File: src/rtl/smem_fifo_pkg.sv
// Shared types and constants for the 2-write/1-read FIFO and its pair-packing feeder.
// The packer FSM only ever holds zero or one pending word, hence the two-state enum.
package smem_fifo_pkg;

    typedef enum logic {
        PK_EMPTY = 1'b0,
        PK_HALF  = 1'b1
    } pack_state_t;

    localparam int DEFAULT_DATA_WIDTH    = 65;
    localparam int DEFAULT_ADDRESS_WIDTH = 2;

    localparam logic [DEFAULT_DATA_WIDTH-1:0] PAD_DATA_DEFAULT = {DEFAULT_DATA_WIDTH{1'b0}};

    function automatic int credit_width(input int depth);
        return $clog2(depth) + 1;
    endfunction

endpackage

File: src/rtl/fifo_credit_counter.sv
// Free-word credit tracker for a FIFO without a full flag: minus two per pair write, plus one per read ack.
// An ack arriving while already at MAX (and no write) is a protocol violation and latches a sticky error.
module fifo_credit_counter #(
    parameter int MAX = 2,
    parameter int CW  = 3
) (
    input  logic          Clk,
    input  logic          Reset_in,
    input  logic          Issue2_in,
    input  logic          Ack_in,
    output logic [CW-1:0] Credits_out,
    output logic          Ge2_out,
    output logic          Overflow_err_out
);

    localparam logic [CW-1:0] MAX_C = CW'(MAX);
    localparam logic [CW-1:0] ONE_C = CW'(1);
    localparam logic [CW-1:0] TWO_C = CW'(2);

    logic [CW-1:0] credits_q, credits_d;
    logic          ovf_q, ovf_d;

    // Next credit count and sticky overflow flag
    always_comb begin
        credits_d = credits_q;
        ovf_d     = ovf_q;
        if (Issue2_in && Ack_in) begin
            credits_d = credits_q - ONE_C;
        end else if (Issue2_in) begin
            credits_d = credits_q - TWO_C;
        end else if (Ack_in) begin
            if (credits_q == MAX_C) begin
                ovf_d = 1'b1;
            end else begin
                credits_d = credits_q + ONE_C;
            end
        end else begin
            credits_d = credits_q;
        end
    end

    // Credit and error registers
    always_ff @(posedge Clk or posedge Reset_in) begin
        if (Reset_in) begin
            credits_q <= MAX_C;
            ovf_q     <= 1'b0;
        end else begin
            credits_q <= credits_d;
            ovf_q     <= ovf_d;
        end
    end

    assign Credits_out      = credits_q;
    assign Ge2_out          = (credits_q >= TWO_C);
    assign Overflow_err_out = ovf_q;

endmodule

File: src/rtl/fifo_pair_packer.sv
// Packs a one-word-per-cycle valid/ready stream into word pairs for a 2-wide FIFO write port,
// padding a lone trailing word on flush or idle timeout and gating intake on FIFO credits.
module fifo_pair_packer
    import smem_fifo_pkg::*;
#(
    parameter int                    DATA_WIDTH    = DEFAULT_DATA_WIDTH,
    parameter int                    ADDRESS_WIDTH = DEFAULT_ADDRESS_WIDTH,
    parameter int                    FIFO_DEPTH    = 1 << ADDRESS_WIDTH,
    parameter int                    FLUSH_TIMEOUT = 8,
    parameter logic [DATA_WIDTH-1:0] PAD_DATA      = {DATA_WIDTH{1'b0}},
    localparam int                   CW            = credit_width(FIFO_DEPTH)
) (
    input  logic                  Clk,
    input  logic                  Reset_in,
    input  logic [DATA_WIDTH-1:0] In_data,
    input  logic                  In_valid,
    output logic                  In_ready,
    input  logic                  Flush_in,
    input  logic                  Read_ack_in,
    output logic [DATA_WIDTH-1:0] Data_out_1,
    output logic [DATA_WIDTH-1:0] Data_out_2,
    output logic                  WriteEn_out_2,
    output logic [CW-1:0]         Credits_out,
    output logic [15:0]           Pad_count_out,
    output logic                  Overflow_err_out
);

    localparam int             TW        = (FLUSH_TIMEOUT > 0) ? $clog2(FLUSH_TIMEOUT + 1) : 1;
    localparam logic [TW-1:0]  TIMER_MAX = TW'(FLUSH_TIMEOUT);

    pack_state_t           state_q, state_d;
    logic [DATA_WIDTH-1:0] hold_q, hold_d;
    logic [DATA_WIDTH-1:0] data1_q, data1_d;
    logic [DATA_WIDTH-1:0] data2_q, data2_d;
    logic                  wen_q, wen_d;
    logic [TW-1:0]         timer_q, timer_d;
    logic [15:0]           pad_cnt_q, pad_cnt_d;

    logic ge2_s;
    logic in_ready_s;
    logic accept_s;
    logic timeout_s;
    logic pad_s;
    logic issue_s;

    // Two words of headroom are reserved so the write pointer can never lap the read pointer.
    fifo_credit_counter #(
        .MAX (FIFO_DEPTH - 2),
        .CW  (CW)
    ) u_credits (
        .Clk              (Clk),
        .Reset_in         (Reset_in),
        .Issue2_in        (issue_s),
        .Ack_in           (Read_ack_in),
        .Credits_out      (Credits_out),
        .Ge2_out          (ge2_s),
        .Overflow_err_out (Overflow_err_out)
    );

    assign in_ready_s = !Reset_in && ((state_q == PK_EMPTY) || ge2_s);
    assign accept_s   = In_valid && in_ready_s;
    assign timeout_s  = (FLUSH_TIMEOUT != 0) && (timer_q == TIMER_MAX);
    assign pad_s      = (state_q == PK_HALF) && !accept_s && (Flush_in || timeout_s) && ge2_s;
    assign issue_s    = ((state_q == PK_HALF) && accept_s) || pad_s;

    // Packing FSM: a real partner word always wins over a flush or timeout pad
    always_comb begin
        state_d   = state_q;
        hold_d    = hold_q;
        data1_d   = data1_q;
        data2_d   = data2_q;
        wen_d     = 1'b0;
        timer_d   = timer_q;
        pad_cnt_d = pad_cnt_q;
        case (state_q)
            PK_EMPTY: begin
                timer_d = {TW{1'b0}};
                if (accept_s) begin
                    hold_d  = In_data;
                    state_d = PK_HALF;
                end else begin
                    state_d = PK_EMPTY;
                end
            end
            PK_HALF: begin
                if (accept_s) begin
                    data1_d = hold_q;
                    data2_d = In_data;
                    wen_d   = 1'b1;
                    timer_d = {TW{1'b0}};
                    state_d = PK_EMPTY;
                end else if (pad_s) begin
                    data1_d = hold_q;
                    data2_d = PAD_DATA;
                    wen_d   = 1'b1;
                    timer_d = {TW{1'b0}};
                    state_d = PK_EMPTY;
                    if (pad_cnt_q != 16'hFFFF) begin
                        pad_cnt_d = pad_cnt_q + 16'd1;
                    end else begin
                        pad_cnt_d = pad_cnt_q;
                    end
                end else if (timer_q != TIMER_MAX) begin
                    timer_d = timer_q + TW'(1);
                end else begin
                    timer_d = timer_q;
                end
            end
            default: begin
                state_d = PK_EMPTY;
                timer_d = {TW{1'b0}};
            end
        endcase
    end

    // State, hold, timer and output registers
    always_ff @(posedge Clk or posedge Reset_in) begin
        if (Reset_in) begin
            state_q   <= PK_EMPTY;
            hold_q    <= {DATA_WIDTH{1'b0}};
            data1_q   <= {DATA_WIDTH{1'b0}};
            data2_q   <= {DATA_WIDTH{1'b0}};
            wen_q     <= 1'b0;
            timer_q   <= {TW{1'b0}};
            pad_cnt_q <= 16'd0;
        end else begin
            state_q   <= state_d;
            hold_q    <= hold_d;
            data1_q   <= data1_d;
            data2_q   <= data2_d;
            wen_q     <= wen_d;
            timer_q   <= timer_d;
            pad_cnt_q <= pad_cnt_d;
        end
    end

    assign In_ready      = in_ready_s;
    assign Data_out_1    = data1_q;
    assign Data_out_2    = data2_q;
    assign WriteEn_out_2 = wen_q;
    assign Pad_count_out = pad_cnt_q;

endmodule
File: config.mk
export PLATFORM = sky130hd
export DESIGN_NAME = fifo_pair_packer
export DESIGN_NICKNAME = d
export VERILOG_FILES = /design/src/rtl/smem_fifo_pkg.sv /design/src/rtl/fifo_credit_counter.sv /design/src/rtl/fifo_pair_packer.sv
export SDC_FILE = /design/constraint.sdc
export NUM_CORES = 1
export LEC_CHECK = 0
export CORE_MARGIN = 2
export CORE_UTILIZATION = 48
export CTS_BUF_LIST = sky130_fd_sc_hd__clkbuf_2 sky130_fd_sc_hd__clkbuf_4 sky130_fd_sc_hd__clkbuf_8
export DETAILED_ROUTE_END_ITERATION = 8
export GPL_ROUTABILITY_DRIVEN = 0
export MAX_ROUTING_LAYER = met4
export PLACE_DENSITY_LB_ADDON = 0.15
export SETUP_SLACK_MARGIN = 0.5
export SYNTH_ARGS = -nofsm -noshare
export SYNTH_HDL_FRONTEND = slang
export SYNTH_HIERARCHICAL = 1
export SYNTH_SLANG_ARGS = --single-unit
File: constraint.sdc
create_clock -name Clk -period 9.4 [get_ports Clk]
set_input_delay 0.94 -clock Clk [delete_from_list [all_inputs] [get_ports Clk]]
set_output_delay 0.94 -clock Clk [all_outputs]
set_load 0.01 [all_outputs]
==> summary.txt, run 1 <==
Initial core utilization: 0.489
Port Buffer Count: 221
First-pass GRT wire length: 32600 um
Core Region: 18000 sq um
IO Pins: 222
GRT Total Usage: 0.214
Number of CTS-inserted buffers: 37
Pre-CTS WS: 5270 ps
Vias: 6123
DRC violations left: 0
Final Slew Violations: 0
Clk sinks: 221
Critical path required time: 9780 ps
Height of the die: 139 um
DR WL/cell: 17.0 um
Critical Path Source Type: flip-flop
TNS Setup: 0 ps
Top delay family on crit path: buffers and inverters
Yosys reg bits: 221
CP peak stage delay: 680 ps
Slew headroom: 0.286
Worst path bufs/invs: 3
Worst slew pin tran: 1070 ps
Fmax: 282 MHz
Status: finished, final reports clean
Ys flop type: dfrtp_1
Largest family of logic cells by synthesized area: multiplexers
Final worst slack: 5850 ps
CTS tree: yes
Hold_ws: 477 ps
Synth Area in XOR/XNOR: 0.0159
Post-CTS Setup Bufs: 0
Post-synthesis simple-gate area fraction: 0.0895
Synth async-reset ratio: 1.00
PD cells: 314 nW/um^2
Layout Nets: 1001
Number of iterations in the first detailed-routing pass: 4
Hold Crit Class: reg2reg
Yosys warns: 6
Post-route ant nets: 0
Data arrival, critical path: 3930 ps
Number of max-cap violations: 0
DP Wirelength: 13400 um
Post-synthesis compound-gate area fraction: 0.0539
Syn Inst Count: 697
Die area: 19400 sq um
RSZ-0062 raised after global routing: no
Largest net degree at the start of global routing: 136
Leak: 5.07 nW
Synth unique cells: 40
Area share of fa/ha/maj cells after synthesis: 0.00996
Cell chain of the critical path: inv_1 > ha_1 > nand2b_1 > nand2_1 > nand2_1 > o21bai_4 > buf_4 > o21ai_4 > buf_4 > mux2_1
H-tree depth: 2
Post-DP Area: 11100 sq um
Highest-count cells in the layout ignoring fill and taps: 221 x clkdlybuf4s50_1, 220 x dfrtp_1, 139 x nand2_1
Total Wirelength: 19900 um
Clock skew: 18.7 ps
1st-iter DRT viols: 218
Syn avg cell area: 12.6 sq um
Synth top area share: 0.626
CP max FO: 77
Fin area: 11900 sq um
GR Overflow Total: 0
Share of cells above drive strength 1: 0.178
Clock Latency Late Sink: 510 ps
Ranking of synthesized cells by area: dfrtp_1 63%, mux2_2 12%, nand2_1 5.9%
Area growth, synth to finish: 35.1%
Diodes inserted: 0
Seq/Total Area, Yosys: 0.629
Final min period: 3550 ps
Row count: 49
Final setup fails: 0
Crit. End Element: flip-flop
Number of global-route vias before repair: 6260
Critical path's slowest cell: buf_4
Critical path class: reg2reg
Die Width: 139 um
Period utilisation layout: 0.377
CTS max path bufs: 3
Initial antenna violation count: 0
Clock slew at reported path FFs: 60 ps
Fin. Hold Viols: 0
EDFF count, synth: 0
Post-synthesis mux area share: 0.173
Max rail drop VDD: 0.000165 V
Post-CTS Hold Fix Bufs: 0
# resized after CTS: 0
Commonest non-fill, non-tap cell in the layout: clkdlybuf4s50_1
Vias per cell: 5.22
Total power: 3.73 mW
Synth area leader: dfrtp_1
Net Count, Synth: 774
Root buffer cell: clkbuf_8
Syn Std Cell Area: 8790 sq um
where the power goes:
| group | leakage, nW | switching (mW) | total (mW) | internal (mW) |
|---|---|---|---|---|
| combinational | 1.96 | 0.572 | 1.35 | 0.774 |
| sequential | 2.73 | 0.216 | 1.56 | 1.35 |
| clock | 0.376 | 0.354 | 0.825 | 0.471 |
logic make-up after synthesis:
group,count (synthesis)
flops,221
compound gates,85
buf+inv,49
fa+ha+maj,7
mux,135
xor+xnor,16
simple gates,184
sequential cells by signal, summed over array words and instances, names as in the netlist:
name and flops:
hold_q 65, Data_out_2 65, state_q 1, Pad_count_out 16, timer_q 4, Data_out_1 65
u_credits/Overflow_err_out 1, WriteEn_out_2 1, u_credits/Credits_out 3
per-layer routing:
layer	part of all wire	global-route usage	up-vias
met2	0.48	0.337	203
met4	0.029	0.0813	0
met5	0	-	-
li1	-	-	2838
met1	0.43	0.268	3035
met3	0.063	0.0540	47
Yosys cell counts (all sizes together), types with 7 or more instances:
library cell,count
dfrtp,220
xor2,13
o21ai,70
clkbuf,12
nor2,11
ha,7
mux2,133
nand2,139
nor4,8
nand3,7
buf,27
inv,10
layout make-up:
type,instances,area (sq um)
tap,229,287
multi-input combinational,427,3030
clock inverter,2,15.0
timing repair buffer,227,2270
clock buffer,57,703
sequential,221,5530
fill,1361,6080
inverter,10,45.0
path summary, 6_finish.rpt:
check                      cells after the start  slack (ps)                        from                    endpoint
setup / recovery                              10        5850    u_credits/Credits_out[0]               Data_out_1[5]
hold / removal                                 1         480  u_credits/Overflow_err_out  u_credits/Overflow_err_out
setup reg to reg                              10        5850    u_credits/Credits_out[0]               Data_out_1[5]
hold reg to reg                                1         480  u_credits/Overflow_err_out  u_credits/Overflow_err_out
max in group asynchronous                      3        6650                    Reset_in           Pad_count_out[10]
min in group asynchronous                      2         870                    Reset_in  u_credits/Overflow_err_out
through the flow:
stage | util | instances
floorplan | - | 697
global placement | 0.620 | 1113
detailed placement | 0.620 | 1113
CTS | 0.660 | 1172
global route | 0.661 | 1173
finish | 0.661 | 1173
Power figures use the tool's default switching activity.
==> run 2: changes to the inputs <==
- clock period: 9.4 -> 3.7 ns (I/O delays scaled with it)
==> run 2 against run 1 <==
Wire length is 2.5% higher. Utilization is 0.63 points higher. Via count is 0.49% lower. Cell area is 0.96% higher. Worst hold slack worse by 230 ps. Sequential share of layout area is 0.44 points lower. Register-to-register slack worse by 5100 ps. Critical path type unchanged. Largest cell class unchanged. Largest power group unchanged. Highest routed layer unchanged.
==> summary.txt, run 2 (synthesis gave the netlist of run 1 again) <==
Commonest non-fill, non-tap cell in the layout: clkdlybuf4s50_1
Share of cells above drive strength 1: 0.187 (+0.00947)
Slew headroom: 0.352 (+0.0654)
Row count: 49 (unchanged)
Logic pwr share: 0.357 (-0.003)
Period utilisation layout: 0.797 (+0.420)
TNS Setup: 0 ps (unchanged)
Crit. End Element: flip-flop
Total power: 9.68 mW (+160%)
Height of the die: 139 um (unchanged)
Fill cells: 1298 (-4.6%)
Critical path required time: 4080 ps (-5700 ps)
1st-iter DRT viols: 314 (+44%)
Cell Count Post-Placement: 1118 (+0.45%)
Clk sinks: 221 (unchanged)
Final Slew Violations: 0 (unchanged)
GR Overflow Total: 0 (unchanged)
Port Buffer Count: 221 (unchanged)
GRT Total Usage: 0.217 (+0.00383)
IO Pins: 222 (unchanged)
Layout Nets: 1006 (+0.50%)
Fin. Hold Viols: 0 (unchanged)
Initial antenna violation count: 0 (unchanged)
CP max FO: 49 (-36%)
First-pass GRT wire length: 33500 um (+2.6%)
Initial core utilization: 0.489 (unchanged)
H-tree depth: 2 (unchanged)
Hold Crit Class: in2async
DRC violations left: 0 (unchanged)
CP peak stage delay: 570 ps (-110 ps)
Critical path class: reg2reg
Root buffer cell: clkbuf_8
Total net switching power: 2.97 mW (+160%)
CTS tree: yes
Flop pwr share: 0.411 (-0.008)
Highest-count cells in the layout ignoring fill and taps: 221 x clkdlybuf4s50_1, 220 x dfrtp_1, 139 x nand2_1
Status: finished, final reports clean
Final min period: 2950 ps (-595 ps)
Sw Ratio: 0.306 (+0.000537)
Diodes inserted: 0 (unchanged)
Worst slew pin tran: 973 ps (-94.0 ps)
Total Wirelength: 20400 um (+2.5%)
Number of CTS-inserted buffers: 37 (unchanged)
CTS max path bufs: 3 (unchanged)
Leak: 5.14 nW (+1.3%)
Cell chain of the critical path: ha_1 > nand2b_1 > nand2_1 > nand2_1 > o21bai_4 > o21ai_4 > buf_12 > mux2_2
Vias: 6093 (-0.49%)
Post-CTS Setup Bufs: 0 (unchanged)
Critical path's slowest cell: dfstp_2
Largest net degree at the start of global routing: 80 (-41%)
Clock power share: 0.232 (+0.011)
Finished Layout Cells: 1184 (+0.94%)
Data arrival, critical path: 3330 ps (-600 ps)
DP Wirelength: 13600 um (+1.4%)
DR WL/cell: 17.3 um (+1.5%)
Core Region: 18000 sq um (unchanged)
Die area: 19400 sq um (unchanged)
Number of max-cap violations: 0 (unchanged)
Max rail drop VDD: 0.000562 V (+240%)
Die Width: 139 um (unchanged)
Internal power: 6.72 mW (+160%)
Clock Latency Late Sink: 520 ps (about the same)
RSZ-0062 raised after global routing: no
Area growth, synth to finish: 36.4%
Final setup fails: 0 (unchanged)
CP dominant cell by count: nand2_1
Clock slew at reported path FFs: 60 ps (about the same)
PD cells: 807 nW/um^2 (+160%)
Number of global-route vias before repair: 6410 (+2.4%)
Clock skew: 29.3 ps (+10.6 ps)
Vias per cell: 5.15 (-1.4%)
Number of iterations in the first detailed-routing pass: 6 (+2)
Fmax: 339 MHz (+20%)
Post-route ant nets: 0 (unchanged)
Critical Path Source Type: flip-flop
## run 2: cell types whose count changed in the layout (fill, tap and decap cells not counted), sizes merged
cell      change
buf           +4
clkbuf        +4
clkinv        +3
clkinvlp      -1
o21bai        +1
## run 2: layout make-up
type | count | area (sq um) | share of cell area
repair buffers | 231 | 2300 | 0.192
well taps | 229 | 287 | 0.0239
clock inverters | 4 | 23.8 | 0.00198
flip-flops and latches | 221 | 5530 | 0.461
clock buffers | 61 | 771 | 0.0643
multi-input cells | 428 | 3040 | 0.253
inverters | 10 | 41.3 | 0.00344
## run 2: critical path: cells and delay by family, from the launching register on
kind                     cells  cell delay (ps)
AO/OA/AOI/OAI                2              790
flip-flops                   1              570
AND/OR/NAND/NOR              3              520
multiplexers                 1              380
buffers and inverters        1              360
adder cells (fa/ha/maj)      1              180
## run 2: what timing repair did
| item | CTS | global route |
|---|---|---|
| hold buffers | 0 | 0 |
| endpoints found under the setup margin | 0 | 41 |
| endpoints found under the hold margin | 0 | 0 |
| gates resized for setup | 0 | 0 |
## run 2: per-stage QoR
step | area [sq um] | setup slack (ps) | hold WS [ps] | util
after floorplan | 8800 | 504 | 135 | -
after global placement | 11200 | 783 | 449 | 0.623
after detailed placement | 11200 | 609 | 449 | 0.623
after CTS | 12000 | 616 | 214 | 0.667
after global routing | 12000 | 572 | 260 | 0.668
final | 12000 | 750 | 245 | 0.668
## run 2: path summary, 6_finish.rpt
check                                                 from                          to  slack [ps]  cells past startpoint
worst max-delay path              u_credits/Credits_out[1]              Data_out_1[52]         750                      8
worst min register to register  u_credits/Overflow_err_out  u_credits/Overflow_err_out         470                      1
worst min-delay path                              Reset_in  u_credits/Overflow_err_out         240                      2
worst max register to register    u_credits/Credits_out[1]              Data_out_1[52]         750                      8
min in group Clk                               In_data[49]              Data_out_2[49]         440                      3
max in group asynchronous                         Reset_in              Data_out_2[36]        2340                      3
## run 2: per-layer routing
metal	up-vias	share of wire	wire (um)	GRT usage
met4	0	0.021	437	0.0649
met3	31	0.061	1250	0.0547
met2	190	0.47	9670	0.340
li1	2845	-	-	-
met5	-	0	0	-
met1	3027	0.44	9070	0.284
## run 2: power by group through the flow
stage | combinational (mW) | clock, mW | sequential (mW)
after floorplan | 1.51 | 0 | 4.18
after global placement | 3.35 | 0 | 3.95
after detailed placement | 3.47 | 0 | 4.02
after CTS | 3.49 | 2.29 | 3.99
after global routing | 3.75 | 2.42 | 4.11
final | 3.46 | 2.25 | 3.98
==> run 3: changes to the inputs <==
- CORE_UTILIZATION: 48 -> 46
- clock period: 3.7 -> 2.67 ns (I/O delays scaled with it)
==> run 3 against run 2 <==
Setup slack got worse by 250 ps. Clock-buffer cell count decreased by 1. Total power rose by 44%. Non-clock buffer count rose by 24. Wire length up 3.4%. Clock skew shrank 18 ps. Sequential power up 39%. Die area is 4.2% higher. Maximum frequency up 36%. Register-to-register slack worse by 250 ps.
==> summary.txt, run 3 (synthesis gave the netlist of run 1 again) <==
Hold Crit Class: in2async
Critical Path Source Type: flip-flop
CP peak stage delay: 590 ps (+20 ps)
CTS max path bufs: 3 (unchanged)
Initial core utilization: 0.470 (-0.0194)
R2r worst-path depth: 11 (+3)
Clock Latency Late Sink: 510 ps (about the same)
Final Core Density: 0.668 (about the same)
Number of CTS-inserted buffers: 37 (unchanged)
Worst path bufs/invs: 4 (+3)
PD cells: 1110 nW/um^2 (+38%)
Status: finished, final reports clean
1st-iter DRT viols: 245 (-22%)
Vias per cell: 5.14 (about the same)
RSZ-0062 raised after global routing: yes
DRC violations left: 0 (unchanged)
Slew headroom: 0.579 (+0.227)
Top delay family on crit path: flip-flops
Highest-count cells in the layout ignoring fill and taps: 220 x dfrtp_1, 220 x clkdlybuf4s50_1, 137 x nand2_1
R2R setup slack: 500 ps (-250 ps)
Fill cells: 1334 (+2.8%)
DR WL/cell: 17.5 um (+1.2%)
CTS tree: yes
Vias: 6221 (+2.1%)
CP max FO: 4 (-92%)
Post-CTS Hold Fix Bufs: 0 (unchanged)
First-pass GRT wire length: 33800 um (+0.87%)
Final Slew Violations: 0 (unchanged)
Total power: 13.9 mW (+44%)
Total Wirelength: 21100 um (+3.4%)
Final min period: 2170 ps (-776 ps)
Row count: 50 (+2.0%)
Clk sinks: 221 (unchanged)
Number of max-cap violations: 0 (unchanged)
Post-DP Area: 11300 sq um (+1.3%)
Period utilisation layout: 0.814 (+0.0168)
Die area: 20200 sq um (+4.2%)
Critical path's slowest cell: dfstp_2
Die Width: 142 um (+2.1%)
Number of iterations in the first detailed-routing pass: 5 (-1)
Leak: 5.33 nW (+3.8%)
CP dominant cell by count: buf_12
Pre-CTS WS: 263 ps (-346 ps)
Crit. End Element: flip-flop
Height of the die: 142 um (+2.1%)
Critical path class: reg2reg
Cell chain of the critical path: ha_4 > nand2b_4 > nand2_4 > nand2_4 > o21bai_4 > o21ai_4 > buf_12 > buf_12 > buf_12 > clkbuf_16 > mux2_2
Root buffer cell: clkbuf_8
Core Region: 18700 sq um (+4.1%)
GR Overflow Total: 0 (unchanged)
Clock slew at reported path FFs: 60 ps (about the same)
Data arrival, critical path: 2570 ps (-760 ps)
Final worst slack: 496 ps (-254 ps)
Port Buffer Count: 221 (unchanged)
Final setup fails: 0 (unchanged)
Area growth, synth to finish: 42.1%
Worst slew pin tran: 630 ps (-343 ps)
Number of global-route vias before repair: 6519 (+1.7%)
Largest net degree at the start of global routing: 69 (-14%)
H-tree depth: 2 (unchanged)
Origin of the critical flop-to-flop path: u_credits/Credits_out[1]
Fmax: 460 MHz (+36%)
Reg2reg end: Data_out_1[44]
Max rail drop VDD: 0.000549 V (-2.3%)
Fin. Hold Viols: 0 (unchanged)
Fin area: 12500 sq um (+4.2%)
Clock skew: 11.0 ps (-18.3 ps)
Initial antenna violation count: 0 (unchanged)
Diodes inserted: 0 (unchanged)
DP Wirelength: 14000 um (+3.1%)
Critical path required time: 3070 ps (-1010 ps)
Share of cells above drive strength 1: 0.220 (+0.0329)
Layout Nets: 1029 (+2.3%)
GRT Total Usage: 0.217 (-0.000891)
IO Pins: 222 (unchanged)
Post-route ant nets: 0 (unchanged)
## run 3: cell types whose count changed in the layout (fill, tap and decap cells not counted), moves of 2 or more
cell / delta
buf_12: +13
buf_16: +4
buf_4: +5
clkbuf_4: +2
clkbuf_8: -3
ha_1: -2
ha_4: +2
mux2_2: -2
mux2_4: +2
nand2_1: -2
nand2_4: +2
nor4_1: -7
nor4_2: +7
## run 3: final cells by class
class | instances | area (sq um) | area share
Clock buffer | 60 | 744 | 0.0596
Clock inverter | 3 | 17.5 | 0.00140
Inverter | 10 | 41.3 | 0.00330
Multi-Input combinational cell | 427 | 3130 | 0.250
Sequential cell | 221 | 5530 | 0.443
Tap cell | 234 | 293 | 0.0234
Timing Repair Buffer | 255 | 2740 | 0.219
## run 3: worst max path at each step
stage,from,end,slack (ps),cells past startpoint
after floorplan,Reset_in,Data_out_1[0],-420,1
after global placement,u_credits/Credits_out[1],Data_out_1[53],410,8
after detailed placement,u_credits/Credits_out[0],timer_q[3],260,9
after CTS,u_credits/Credits_out[1],Data_out_1[46],490,11
after global routing,u_credits/Credits_out[1],Data_out_1[32],440,10
final,u_credits/Credits_out[1],Data_out_1[44],500,11
## run 3: power by group
part,internal (mW),switching (mW),leakage (nW)
combinational,3.17,2.20,2.19
sequential,4.74,0.782,2.73
clock,1.75,1.27,0.406
total,9.66,4.25,5.33
## run 3: layer usage
metal,share of wire,GRT usage
met5,0,-
met4,0.019,0.0721
met3,0.065,0.0535
met2,0.49,0.348
met1,0.43,0.271
## run 3: what timing repair did
action,CTS,global route
resized for setup,17,12
buffers inserted,10,5
pin swaps,2,3
setup endpoints to repair,141,69
cloned,4,1
## run 3: through the flow
stage	setup TNS [ps]	hold WS (ps)	std cells
2_1_floorplan	-91820	32.4	697
3_3_place_gp	0	443	1127
3_5_place_dp	0	447	1127
4_1_cts	0	51.0	1204
5_1_grt	0	95.4	1210
6_report	0	77.4	1210
